`src/rtl/draw_scheduler.sv`:
```
// draw_scheduler: arbitrates sprite rectangle-draw requests and a full-screen clear
// onto a single drawer/eraser datapath. Clear has strict priority; draw requests are
// served round-robin. Each job holds drw_en high until drw_done (or watchdog abort),
// then drops drw_en for one RELEASE cycle so the drawer re-arms, and acks the source.
module draw_scheduler #(
    parameter int unsigned NUM_REQ     = 4,
    parameter int unsigned TIMEOUT_CYC = 20000
) (
    input  logic                 clk,
    input  logic                 reset,
    input  logic                 clear_req,
    output logic                 clear_ack,
    input  logic [NUM_REQ-1:0]   req,
    input  logic [8*NUM_REQ-1:0] req_x,
    input  logic [7*NUM_REQ-1:0] req_y,
    input  logic [5*NUM_REQ-1:0] req_w,
    input  logic [5*NUM_REQ-1:0] req_h,
    input  logic [3*NUM_REQ-1:0] req_c,
    output logic [NUM_REQ-1:0]   ack,
    output logic [7:0]           drw_x,
    output logic [6:0]           drw_y,
    output logic [4:0]           drw_w,
    output logic [4:0]           drw_h,
    output logic [2:0]           drw_c,
    output logic                 drw_en,
    output logic                 erase_mode,
    input  logic                 drw_done,
    output logic                 busy,
    output logic                 timeout_err,
    input  logic                 err_clr
);

    localparam int unsigned IdxW = (NUM_REQ > 1) ? $clog2(NUM_REQ) : 1;
    localparam int unsigned WdW  = (TIMEOUT_CYC > 1) ? $clog2(TIMEOUT_CYC) : 1;

    typedef enum logic [2:0] {
        StIdle,
        StClear,
        StDraw,
        StSkip,
        StRelease
    } state_e;

    state_e              state_q;
    logic [IdxW-1:0]     rr_ptr_q;
    logic [IdxW-1:0]     grant_q;
    logic                is_clear_q;
    logic [WdW-1:0]      wdog_q;
    logic [NUM_REQ-1:0]  ack_q;
    logic                clear_ack_q;
    logic [7:0]          drw_x_q;
    logic [6:0]          drw_y_q;
    logic [4:0]          drw_w_q;
    logic [4:0]          drw_h_q;
    logic [2:0]          drw_c_q;
    logic                drw_en_q;
    logic                erase_mode_q;
    logic                busy_q;
    logic                timeout_err_q;

    logic                gnt_found;
    logic [IdxW-1:0]     gnt_idx;
    logic [7:0]          sel_x;
    logic [6:0]          sel_y;
    logic [4:0]          sel_w;
    logic [4:0]          sel_h;
    logic [2:0]          sel_c;
    logic                job_ok;
    logic [IdxW-1:0]     rr_next;

    // Round-robin search: first asserted request starting at rr_ptr, wrapping mod NUM_REQ.
    always_comb begin
        logic [IdxW:0] cand;
        gnt_found = 1'b0;
        gnt_idx   = '0;
        cand      = '0;
        for (int i = 0; i < NUM_REQ; i++) begin
            cand = {1'b0, rr_ptr_q} + (IdxW+1)'(i);
            if (cand >= (IdxW+1)'(NUM_REQ)) begin
                cand = cand - (IdxW+1)'(NUM_REQ);
            end
            if (!gnt_found && req[cand[IdxW-1:0]]) begin
                gnt_found = 1'b1;
                gnt_idx   = cand[IdxW-1:0];
            end
        end
    end

    assign sel_x = req_x[8*gnt_idx +: 8];
    assign sel_y = req_y[7*gnt_idx +: 7];
    assign sel_w = req_w[5*gnt_idx +: 5];
    assign sel_h = req_h[5*gnt_idx +: 5];
    assign sel_c = req_c[3*gnt_idx +: 3];

    // Zero-size or off-screen origins are acked without touching the drawer.
    assign job_ok = (sel_w != 5'd0) && (sel_h != 5'd0) &&
                    (sel_x <= 8'd159) && (sel_y <= 7'd119);

    assign rr_next = (grant_q == IdxW'(NUM_REQ - 1)) ? '0 : grant_q + 1'b1;

    // Scheduler FSM with all outputs registered.
    always_ff @(posedge clk or posedge reset) begin
        if (reset) begin
            state_q       <= StIdle;
            rr_ptr_q      <= '0;
            grant_q       <= '0;
            is_clear_q    <= 1'b0;
            wdog_q        <= '0;
            ack_q         <= '0;
            clear_ack_q   <= 1'b0;
            drw_x_q       <= '0;
            drw_y_q       <= '0;
            drw_w_q       <= '0;
            drw_h_q       <= '0;
            drw_c_q       <= '0;
            drw_en_q      <= 1'b0;
            erase_mode_q  <= 1'b0;
            busy_q        <= 1'b0;
            timeout_err_q <= 1'b0;
        end else begin
            ack_q       <= '0;
            clear_ack_q <= 1'b0;
            // A watchdog set later in this block overrides the clear.
            if (err_clr) begin
                timeout_err_q <= 1'b0;
            end

            unique case (state_q)
                StIdle: begin
                    wdog_q <= '0;
                    if (clear_req) begin
                        state_q      <= StClear;
                        is_clear_q   <= 1'b1;
                        erase_mode_q <= 1'b1;
                        drw_en_q     <= 1'b1;
                        busy_q       <= 1'b1;
                    end else if (gnt_found) begin
                        grant_q    <= gnt_idx;
                        is_clear_q <= 1'b0;
                        drw_x_q    <= sel_x;
                        drw_y_q    <= sel_y;
                        drw_w_q    <= sel_w;
                        drw_h_q    <= sel_h;
                        drw_c_q    <= sel_c;
                        busy_q     <= 1'b1;
                        if (job_ok) begin
                            state_q  <= StDraw;
                            drw_en_q <= 1'b1;
                        end else begin
                            state_q        <= StSkip;
                            ack_q[gnt_idx] <= 1'b1;
                        end
                    end
                end

                StClear, StDraw: begin
                    if (drw_done || (wdog_q == WdW'(TIMEOUT_CYC - 1))) begin
                        if (!drw_done) begin
                            timeout_err_q <= 1'b1;
                        end
                        state_q      <= StRelease;
                        drw_en_q     <= 1'b0;
                        erase_mode_q <= 1'b0;
                        if (is_clear_q) begin
                            clear_ack_q <= 1'b1;
                        end else begin
                            ack_q[grant_q] <= 1'b1;
                        end
                    end else begin
                        wdog_q <= wdog_q + 1'b1;
                    end
                end

                StRelease: begin
                    if (!is_clear_q) begin
                        rr_ptr_q <= rr_next;
                    end
                    wdog_q  <= '0;
                    busy_q  <= 1'b0;
                    state_q <= StIdle;
                end

                StSkip: begin
                    rr_ptr_q <= rr_next;
                    busy_q   <= 1'b0;
                    state_q  <= StIdle;
                end

                default: begin
                    state_q <= StIdle;
                end
            endcase
        end
    end

    assign clear_ack   = clear_ack_q;
    assign ack         = ack_q;
    assign drw_x       = drw_x_q;
    assign drw_y       = drw_y_q;
    assign drw_w       = drw_w_q;
    assign drw_h       = drw_h_q;
    assign drw_c       = drw_c_q;
    assign drw_en      = drw_en_q;
    assign erase_mode  = erase_mode_q;
    assign busy        = busy_q;
    assign timeout_err = timeout_err_q;

endmodule

```
`config.mk`:
```
export PLATFORM = sky130hd
export DESIGN_NAME = draw_scheduler
export DESIGN_NICKNAME = d
export VERILOG_FILES = /design/src/rtl/draw_scheduler.sv
export SDC_FILE = /design/constraint.sdc
export NUM_CORES = 1
export LEC_CHECK = 0
export ABC_CLOCK_PERIOD_IN_PS = 3600
export CORE_ASPECT_RATIO = 0.7
export CORE_UTILIZATION = 46
export DETAILED_ROUTE_END_ITERATION = 6
export PLACE_DENSITY = 0.87
export SETUP_SLACK_MARGIN = 0.3
export SLEW_MARGIN = 10
export SYNTH_ARGS = -nofsm -noshare
export SYNTH_HDL_FRONTEND = slang
export SYNTH_SLANG_ARGS = --single-unit
```
`constraint.sdc`:
```
create_clock -name clk -period 3.6 [get_ports clk]
set_clock_uncertainty 0.1 [all_clocks]
set_input_delay 0.72 -clock clk [delete_from_list [all_inputs] [get_ports clk]]
set_output_delay 0.72 -clock clk [all_outputs]
set_load 0.1 [all_outputs]
```
Word-level counts from Yosys, hierarchy flattened
Cells that the tools add are included.
{"block": "totals", "register_bits": 60, "inputBits": 121, "output_inout_bits": 37, "wordCells": 150}
{"block": "op_classes", "addsub": 9, "n_mul": 3, "order_cmp": 14, "n_eq_ne": 12, "shifts": 5, "mux": 59, "bitwise_logic": 1, "reduce_logical": 31}
{"operator": "20-bit by 6-bit indexed part select with 5-bit output", "n": 2}
{"operator": "32-bit by 6-bit indexed part select with 8-bit output", "n": 1}
{"operator": "15-bit case mux with 2 select lines", "n": 1}
{"operator": "28-bit by 6-bit indexed part select with 7-bit output", "n": 1}
{"operator": "1-bit two-way mux", "n": 27}
{"operator": "2-bit two-way mux", "n": 10}
{"operator": "4-bit two-way mux", "n": 5}
{"operator": "2-bit by 3-bit < comparator with 1-bit output, second input constant", "n": 6}
{"operator": "15-bit by 1-bit adder with 15-bit output, second input constant", "n": 1}
{"operator": "15-bit == test, second input constant", "n": 1}
{"operator": "15-bit two-way mux", "n": 1}
{"operator": "12-bit by 5-bit indexed part select with 3-bit output", "n": 1}
{"operator": "3-bit by 2-bit multiplier with 5-bit output, first input constant", "n": 2}
{"operator": "2-bit AND reduction", "n": 5}
{"operator": "2-bit nonzero test", "n": 5}
{"operator": "5-bit nonzero test", "n": 2}
{"operator": "3-bit greater-or-equal comparator, second input constant", "n": 3}
{"operator": "3-bit two-way mux", "n": 3}
{"operator": "1-bit binary-select mux with 2-bit select", "n": 4}
{"operator": "8-bit <= comparator, second input constant", "n": 1}
{"operator": "1-bit logical AND", "n": 8}
{"operator": "2-bit != test, second input constant", "n": 4}
{"operator": "4-bit case mux with 2 select lines", "n": 1}
{"operator": "2-bit by 1-bit subtractor with 2-bit output, second input constant", "n": 4}
{"operator": "23 further kinds", "n": 35}

Depth between registers and ports, before layout
Gate-level depths: netlist of the first run.
{"block": "depth", "word_depth": 24, "depth_mapped": 11, "ltp_nobuf": 10}

Worst setup path before layout of the first run
No wires, ideal clock.
{"block": "synth_timing", "kind": "input to register", "startpoint": "input port req[2]", "endpoint": "register ack_q[3] (netlist: ack[3])", "setup_ps": 122, "t_arrival_ps": 2538, "required_ps": 3378, "path_slack_ps": 840, "stages": 11, "n_path_buf": 2, "cell_sequence": "mux2i_1 > o22ai_2 > or2_1 > buf_6 > buf_6 > mux2i_1 > mux2_2 > and4_4 > nor3_2 > nand2_2 > a32o_1"}
{"block": "synth_via", "elab_chain_len": 22, "elab_cells_between_ends": 44, "classes_between": "mul: 2; order compare: 4; shift: 4; mux: 22; reduce/logical: 12"}
{"element": "start: declaration", "line_no": "13", "rtl": "input logic [NUM_REQ-1:0] req,"}
{"element": "parallel branches: the longest is 19 deep, another holds 1-bit binary-select mux with 2-bit select"}
{"element": "4-bit two-way mux (*)", "line_no": "137", "rtl": "end else if (gnt_found) begin"}
{"element": "4-bit two-way mux (*)", "line_no": "131", "rtl": "if (clear_req) begin"}
{"element": "4-bit case mux with 2 select lines (*)", "line_no": "128", "rtl": "unique case (state_q)"}
{"element": "end signal: assignment", "line_no": "121", "rtl": "ack_q <= '0;"}
{"element": "end signal: indexed assignment", "line_no": "151", "rtl": "ack_q[gnt_idx] <= 1'b1;"}
{"element": "end signal: indexed assignment", "line_no": "167", "rtl": "ack_q[grant_q] <= 1'b1;"}
{"element": "end: declaration", "line_no": "49", "rtl": "logic [NUM_REQ-1:0] ack_q;"}
Mark *: on every way between the ends. The select of a mux whose other input is x is not followed.
A chain may end at the register's enable or synchronous reset.

Worst setup path in the final report of the first run
{"block": "layout_timing", "startpoint": "input port req[2]", "endpoint": "register ack_q[2] (netlist: ack[2])"}
Same word-level chain as after synthesis.

==> results of run 1 <==
## metal layers
metal  wire, µm  track usage [%]
met1       4520             30.8
met2       5540             49.9
met3       1010             8.78
met4        248             11.5
met5          0                0
## cell usage in the layout, fill, tap and decap left out, types with 2 or more instances in the layout
master,n
sky130_fd_sc_hd__clkdlybuf4s50_1,149
sky130_fd_sc_hd__nand2_1,116
sky130_fd_sc_hd__dfrtp_1,60
sky130_fd_sc_hd__o21ai_0,47
sky130_fd_sc_hd__nor2_1,32
sky130_fd_sc_hd__mux2i_1,27
sky130_fd_sc_hd__buf_4,26
sky130_fd_sc_hd__nand3_1,21
sky130_fd_sc_hd__mux2_2,14
sky130_fd_sc_hd__xor2_1,11
sky130_fd_sc_hd__clkbuf_8,10
sky130_fd_sc_hd__a21oi_1,7
sky130_fd_sc_hd__inv_1,6
sky130_fd_sc_hd__nor3_1,5
sky130_fd_sc_hd__ha_1,5
sky130_fd_sc_hd__xnor2_1,4
sky130_fd_sc_hd__nor2b_1,4
sky130_fd_sc_hd__a32o_1,4
sky130_fd_sc_hd__nand4_1,4
sky130_fd_sc_hd__nand2b_1,3
sky130_fd_sc_hd__and3_1,3
sky130_fd_sc_hd__nor4_1,2
sky130_fd_sc_hd__nand2_2,2
sky130_fd_sc_hd__or4_1,2
sky130_fd_sc_hd__a22o_1,2
sky130_fd_sc_hd__nand3b_1,2
sky130_fd_sc_hd__nor2_4,2
sky130_fd_sc_hd__bufinv_16,2
sky130_fd_sc_hd__clkinv_2,2
sky130_fd_sc_hd__nor2_2,2
## power groups by stage
stage | Sequential (µW) | Combinational (µW) | Clock (µW)
after global routing | 1120 | 3330 | 718
after detailed placement | 1100 | 3070 | 0
final | 1100 | 3160 | 681
after floorplan | 2310 | 1050 | 0
after global placement | 1090 | 3000 | 0
after CTS | 1090 | 3100 | 687
## final timing paths
path	startpoint	to	slack, ns	cells after the start
setup / recovery	req[2]	ack[2]$_DFF_PP0_	0.46	11
hold / removal	drw_y[1]$_DFFE_PP0P_	drw_y[1]$_DFFE_PP0P_	0.39	2
setup reg to reg	wdog_q[0]$_DFFE_PP0P_	ack[2]$_DFF_PP0_	0.71	8
hold reg to reg	drw_y[1]$_DFFE_PP0P_	drw_y[1]$_DFFE_PP0P_	0.39	2
max in group asynchronous	reset	drw_y[5]$_DFFE_PP0P_	2.08	3
min in group asynchronous	reset	drw_x[0]$_DFFE_PP0P_	0.62	2
## Yosys cell counts (all sizes together), types with 2 or more instances
master | n | area [µm²]
nand2 | 118 | 445
dfrtp | 60 | 1500
o21ai | 48 | 240
nor2 | 34 | 130
mux2i | 27 | 270
nand3 | 21 | 105
clkbuf | 20 | 75.1
mux2 | 14 | 158
xor2 | 11 | 96.3
a21oi | 7 | 35.0
inv | 7 | 26.3
buf | 6 | 50.0
nor3 | 6 | 35.0
ha | 5 | 62.6
a32o | 4 | 40.0
nand4 | 4 | 25.0
nor2b | 4 | 25.0
xnor2 | 4 | 35.0
and3 | 3 | 18.8
nand2b | 3 | 18.8
a22o | 2 | 17.5
and4 | 2 | 20.0
nand3b | 2 | 15.0
nor4 | 2 | 12.5
or4 | 2 | 15.0
## worst register-to-register path, stage by stage (launching register included)
cell,delay (ns)
sky130_fd_sc_hd__dfrtp_1,0.44
sky130_fd_sc_hd__ha_1,0.20
sky130_fd_sc_hd__nand3_1,0.12
sky130_fd_sc_hd__or4_1,0.41
sky130_fd_sc_hd__nor3_1,0.46
sky130_fd_sc_hd__nor2_1,0.09
sky130_fd_sc_hd__nor3_1,0.45
sky130_fd_sc_hd__nor2b_1,0.38
sky130_fd_sc_hd__a32o_1,0.18
## stage by stage
step / TNS (ns) / total power, µW / hold slack, ns / instance area, µm²
floorplan: 0 / 3360 / 0.391 / 3590
global placement: -0.360 / 4090 / 0.362 / 5240
detailed placement: -0.755 / 4170 / 0.377 / 5240
CTS: 0 / 4880 / 0.393 / 5480
global route: 0 / 5170 / 0.413 / 5550
finish: 0 / 4940 / 0.388 / 5550
## flip-flops by register name, indices dropped and copies added (netlist names), 2 cells and up
| name | count |
|---|---|
| drw_x | 8 |
| grant_q | 2 |
| drw_c | 3 |
| drw_h | 5 |
| state_q | 3 |
| ack | 4 |
| drw_w | 5 |
| rr_ptr_q | 2 |
| wdog_q | 15 |
| drw_y | 7 |
## what timing repair did
action                     4_1_cts  5_1_grt
setup endpoints to repair        5        5
gates resized for setup          2        1
pin swaps                        1        3
hold endpoints to repair         0        0
cloned                           1        1
buffers inserted                 0        7
## layout make-up
type	count	area (µm²)	share of cell area, %
Timing Repair Buffer	175	1690	30.4
Multi-Input combinational cell	337	1990	35.8
Sequential cell	60	1500	27.1
Clock buffer	10	138	2.48
Tap cell	98	123	2.21
Inverter	7	26.3	0.474
Clock inverter	6	86.3	1.56
## cells by family (layout without fill, tap and decap cells)
group,count (synthesis),in the layout,synth area share [%]
flops,60,60,41.8
compound gates,68,68,11.0
buf+inv,33,198,4.22
fa+ha+maj,5,5,1.74
mux,42,42,12.5
simple gates,205,207,25.0
xor+xnor,15,15,3.66
==> qor.yml, run 1 <==
outcome:
  run_status: "finished clean"
power:
  intPower_uw: 2250
  power_per_cell_area_nw_per_um2: 890
  p_comb_share_pct: 64.0
  power_dissipated_by_switching_net_loads_uw: 2690
  power_frac_seq_pct: 22.2
  power.share.clock_pct: 13.8
  switching_share_pct: 54.5
  power_leakage_uw: 0.00250
  vdd_ir_drop_max_mv: 0.574
floorplan:
  initial_utilization_pct: 48.4
  core_box_area_um2: 7420
  dieArea_um2: 8170
  die_w_um: 108
  rows: 26
  io_pins: 158
  die_h_um: 75.9
synthesis:
  yosysWarnings: 0
  synth_top_flop_cell: "sky130_fd_sc_hd__dfrtp_1"
  synth.avg_cell_area_um2: 8.39
  synth_edf_count: 0
  ys_ff_latch: 60
  netlist_area_um2: 3590
  synth.net_count: 554
  synth-async-reset-ratio_pct: 100
  postSynthCellCount: 428
  yosys.cell_types.count: 45
  ys_seq_area_share_pct: 41.8
setup_path:
  critical_path_arrival_ns: 3.26
  cp_num_buf_inv: 2
  timing.critical_path.from_type: "input port"
  critPathSlowestCell: "sky130_fd_sc_hd__clkdlybuf4s50_1"
  cp_slowest_stage_delay_ns: 0.51
  worst_path_most_repeated_cell: "sky130_fd_sc_hd__mux2i_1"
  critical_path.max_fanout: 8
  worstPathCellList: "clkdlybuf4s50_1, mux2i_1, o22ai_2, or2_4, buf_4, mux2i_1, mux2_2, and4_4, nor3_2, nand2_2, a32o_1"
  timing.critical_path.max_delay_family: "simple AND/OR/NAND/NOR gates"
  crit_required_ns: 3.72
  crit_path_end_kind: "flip-flop"
  timing.setup.critical_path_class: "input port to flip-flop"
clock_network:
  cts.clk_slew.worst_paths_ns: 0.07
  cts-htree-levels: 3
  tritoncts: "done"
  clk_path_buf_depth: 2
  worstSkewPairLatency_ns: 0.34
  clock_sinks: 60
  root_driver: "sky130_fd_sc_hd__clkbuf_8"
  cts_inserted_buffers: 9
  hold_buffers: 0
finish:
  layout-drive-gt1-share_pct: 11.8
  area_growth_pct: 54.5
  fillCellCount: 521
  post_layout_nonfiller_instances: 693
  final_core_util_pct: 74.8
  n_antenna_cell: 0
  layout_net_count: 716
placement:
  place_congestion: 0.846
  detailed_place_hpwl_um: 8470
  port_buffers: 157
  cells_after_dpl: 668
  worst_setup_timing_slack_at_the_placement_stage_ns: -0.152
timing:
  timing_worst_slew_pin_value_ns: 1.01
  period_share_pct: 87.2
  fmax_mhz: 319
  setup_repair_after_global_routing_missed_its_margin: "false"
  final.min_clock_period_ns: 3.14
  setup-violations-final: 0
  fin_ws_ns: 0.461
  maxSlewViolCount: 0
  headroom_to_the_max_slew_limit_pct: 32.4
  final_hold_viol_count: 0
detailed_routing:
  routed-via-count: 3795
  detail_route.wl_per_cell_um: 16.3
  detail_route.first_pass.iterations: 5
  drt_first_iter_violations: 207
  ant_nets: 0
  viasPerCell: 5.48
  drc: 0
  wirelength_um: 11300
grt:
  grt_max_degree: 31
  grt_pass1_wl_um: 17900
  grt_overflow: 0
  first_global_vias: 3867
  antenna_violations_before_repair: 0
  grt_util_all_layers_pct: 28.1
worst_hold_path:
  hp-class: "flip-flop to flip-flop"
flow_run:
  timing.max_cap.violations: 0
Note: power is estimated with default switching activity, not from simulation.
==> run 2: changes to the inputs <==
--- a/config.mk
+++ b/config.mk
@@ -9,7 +9,7 @@
 export CORE_ASPECT_RATIO = 0.7
 export CORE_UTILIZATION = 46
 export DETAILED_ROUTE_END_ITERATION = 6
-export PLACE_DENSITY = 0.87
+export PLACE_DENSITY_LB_ADDON = 0.3
 export SETUP_SLACK_MARGIN = 0.3
 export SLEW_MARGIN = 10
 export SYNTH_ARGS = -nofsm -noshare
==> run 2 against run 1 <==
Clock-buffer cell count rose by 1. Largest power group unchanged. Die area did not move. Non-clock buffer count rose by 2. Sequential share of layout area rose by 0.22 points. Sequential power barely moved. Via count fell by 2.5%. Critical path depth did not move. Maximum frequency fell by 0.37%. Critical endpoint unchanged. Largest cell class unchanged. Power fell by 1.9%. Clock power fell by 15%. Final area fell by 0.79%. Highest routed layer unchanged.
==> qor.yml, run 2 (synthesized netlist as in run 1, its figures left out) <==
floorplan:
  rows: 26  # unchanged
  io_pins: 158  # unchanged
  core_box_area_um2: 7420  # unchanged
  dieArea_um2: 8170  # unchanged
  die_h_um: 75.9  # unchanged
  initial_utilization_pct: 48.4  # unchanged
  die_w_um: 108  # unchanged
detailed_routing:
  wirelength_um: 11100  # -1.9%
  ant_nets: 0  # unchanged
  detail_route.first_pass.iterations: 6  # +1
  drc: 0  # unchanged
  routed-via-count: 3699  # -2.5%
  detail_route.wl_per_cell_um: 16.0  # -1.9%
  viasPerCell: 5.34  # -2.5%
  drt_first_iter_violations: 226  # +9.2%
setup_path:
  ff2ff_setup_slack_ns: 0.84  # +0.13 ns
  crit_path_end_kind: "flip-flop"
  critical_path.max_fanout: 8  # unchanged
  worstPathCellList: "clkdlybuf4s50_1, mux2i_1, o22ai_2, or2_4, buf_4, mux2i_1, mux2_2, a21oi_1, nor3_2, nand2_2, a32o_1"
  critPathSlowestCell: "sky130_fd_sc_hd__clkdlybuf4s50_1"
  worst_path_most_repeated_cell: "sky130_fd_sc_hd__mux2i_1"
  timing.setup.critical_path_class: "input port to flip-flop"
  crit_required_ns: 3.72  # about the same
  critical_path_arrival_ns: 3.27  # about the same
  cp_slowest_stage_delay_ns: 0.56  # +0.05 ns
  timing.critical_path.from_type: "input port"
flow_run:
  timing.max_cap.violations: 0  # unchanged
timing:
  setup-violations-final: 0  # unchanged
  timing.setup.tns_ns: 0  # unchanged
  final.min_clock_period_ns: 3.15  # +0.0117 ns
  fmax_mhz: 317  # -0.37%
  timing_worst_slew_pin_value_ns: 1.03  # +0.0167 ns
  setup_repair_after_global_routing_missed_its_margin: "false"
  headroom_to_the_max_slew_limit_pct: 31.3  # -1.1 points
  final_hold_viol_count: 0  # unchanged
  maxSlewViolCount: 0  # unchanged
  period_share_pct: 87.5  # +0.33 points
power:
  power_frac_seq_pct: 22.6  # +0.4 points
  power_dissipated_by_switching_net_loads_uw: 2680  # -0.38%
  power.share.clock_pct: 11.9  # -1.9 points
  intPower_uw: 2160  # -3.6%
  power_leakage_uw: 0.00248  # -0.84%
  switching_share_pct: 55.3  # +0.82 points
  vdd_ir_drop_max_mv: 0.591  # +2.9%
  p_comb_share_pct: 65.5  # +1.5 points
  power_per_cell_area_nw_per_um2: 880  # -1.1%
grt:
  global_route.peak_usage_layer: "met2"
  gr-usage-met2_pct: 48.7  # -1.2 points
  grtUsageMet3_pct: 8.86  # +0.086 points
  grt_max_degree: 39  # +26%
  first_global_vias: 3744  # -3.2%
  grt_overflow: 0  # unchanged
  groute.layer.met1.usage_pct: 32.6  # +1.8 points
  grt_pass1_wl_um: 17900  # about the same
  antenna_violations_before_repair: 0  # unchanged
  grt_util_all_layers_pct: 28.4  # +0.32 points
placement:
  port_buffers: 157  # unchanged
  cells_after_dpl: 672  # +0.60%
  detailed_place_hpwl_um: 8440  # -0.31%
  place_congestion: 0.873  # +3.2%
finish:
  layout_commonest_cell: "sky130_fd_sc_hd__clkdlybuf4s50_1"
  largest_register_ffs: 15  # unchanged
  n_antenna_cell: 0  # unchanged
  post_layout_nonfiller_instances: 693  # unchanged
  layout_net_count: 716  # unchanged
  leading_cell_types_in_the_layout_fill_and_taps_excluded: "sky130_fd_sc_hd__clkdlybuf4s50_1, sky130_fd_sc_hd__nand2_1, sky130_fd_sc_hd__dfrtp_1, sky130_fd_sc_hd__o21ai_0, sky130_fd_sc_hd__nor2_1"
  fillCellCount: 552  # +6.0%
  layout-drive-gt1-share_pct: 11.1  # -0.67 points
  area_growth_pct: 53.2
  top_register: "wdog_q"
clock_network:
  clock_sinks: 60  # unchanged
  cts_inserted_buffers: 9  # unchanged
  root_driver: "sky130_fd_sc_hd__clkbuf_8"
  tritoncts: "done"
  cts-htree-levels: 3  # unchanged
  worstSkewPairLatency_ns: 0.34  # about the same
  clk_path_buf_depth: 2  # unchanged
  cts.clk_slew.worst_paths_ns: 0.06  # about the same
outcome:
  run_status: "finished clean"
worst_hold_path:
  hp-class: "flip-flop to flip-flop"
-- run 2: per-stage QoR --
step | instance area [µm²] | utilization [%] | hold slack (ns) | total power (µW) | setup WS, ns
2_1_floorplan | 3590 | - | 0.391 | 3360 | 0.840
3_3_place_gp | 5270 | 71.1 | 0.362 | 4140 | 0.106
3_5_place_dp | 5270 | 71.1 | 0.370 | 4210 | -0.0107
4_1_cts | 5460 | 73.6 | 0.386 | 4820 | 0.393
5_1_grt | 5500 | 74.2 | 0.415 | 5100 | 0.300
6_report | 5500 | 74.2 | 0.381 | 4840 | 0.449
-- run 2: final timing paths --
kind | start | to | depth (start not counted)
hold / removal | drw_x[3]$_DFFE_PP0P_ | drw_x[3]$_DFFE_PP0P_ | 2
setup / recovery | req[2] | ack[2]$_DFF_PP0_ | 11
max in group asynchronous | reset | rr_ptr_q[0]$_DFFE_PP0P_ | 3
hold reg to reg | drw_x[3]$_DFFE_PP0P_ | drw_x[3]$_DFFE_PP0P_ | 2
min in group asynchronous | reset | drw_h[2]$_DFFE_PP0P_ | 2
setup reg to reg | wdog_q[0]$_DFFE_PP0P_ | drw_en$_DFFE_PP0P_ | 10
-- run 2: final cells by class --
type	count	area (µm²)	area share (%)
clock buffer	11	131	2.39
clock inverter	5	52.6	0.955
inverter	7	26.3	0.477
multi-input combinational	335	1960	35.7
sequential	60	1500	27.3
tap	98	123	2.23
timing repair buffer	177	1710	31.0
-- run 2: power by group through the flow --
| stage | Combinational, µW | Clock [µW] | Sequential (µW) |
|---|---|---|---|
| after floorplan | 1050 | 0 | 2310 |
| after global placement | 3060 | 0 | 1080 |
| after detailed placement | 3120 | 0 | 1090 |
| after CTS | 3140 | 589 | 1090 |
| after global routing | 3360 | 615 | 1120 |
| final | 3170 | 576 | 1090 |
-- run 2: worst max-delay path: cells and delay by family --
family	cells	cell delay, ns
AOI/OAI and AO/OA	3	0.59
buffers and inverters	2	0.76
muxes	3	0.56
and+or+nand+nor	3	0.64
-- run 2: per-layer routing --
metal  vias to the layer above  routed length, µm
met1                      1713               4370
li1                       1777                  -
met4                         0                341
met5                         -                  0
met2                       179               5390
met3                        30                998
-- run 2: what timing repair did --
| action | in CTS | in global routing |
|---|---|---|
| setup endpoints to repair | 5 | 5 |
| resized for setup | 1 | 1 |
| pin swaps | 0 | 2 |
| hold buffers | 0 | 0 |
| buffers inserted | 0 | 5 |
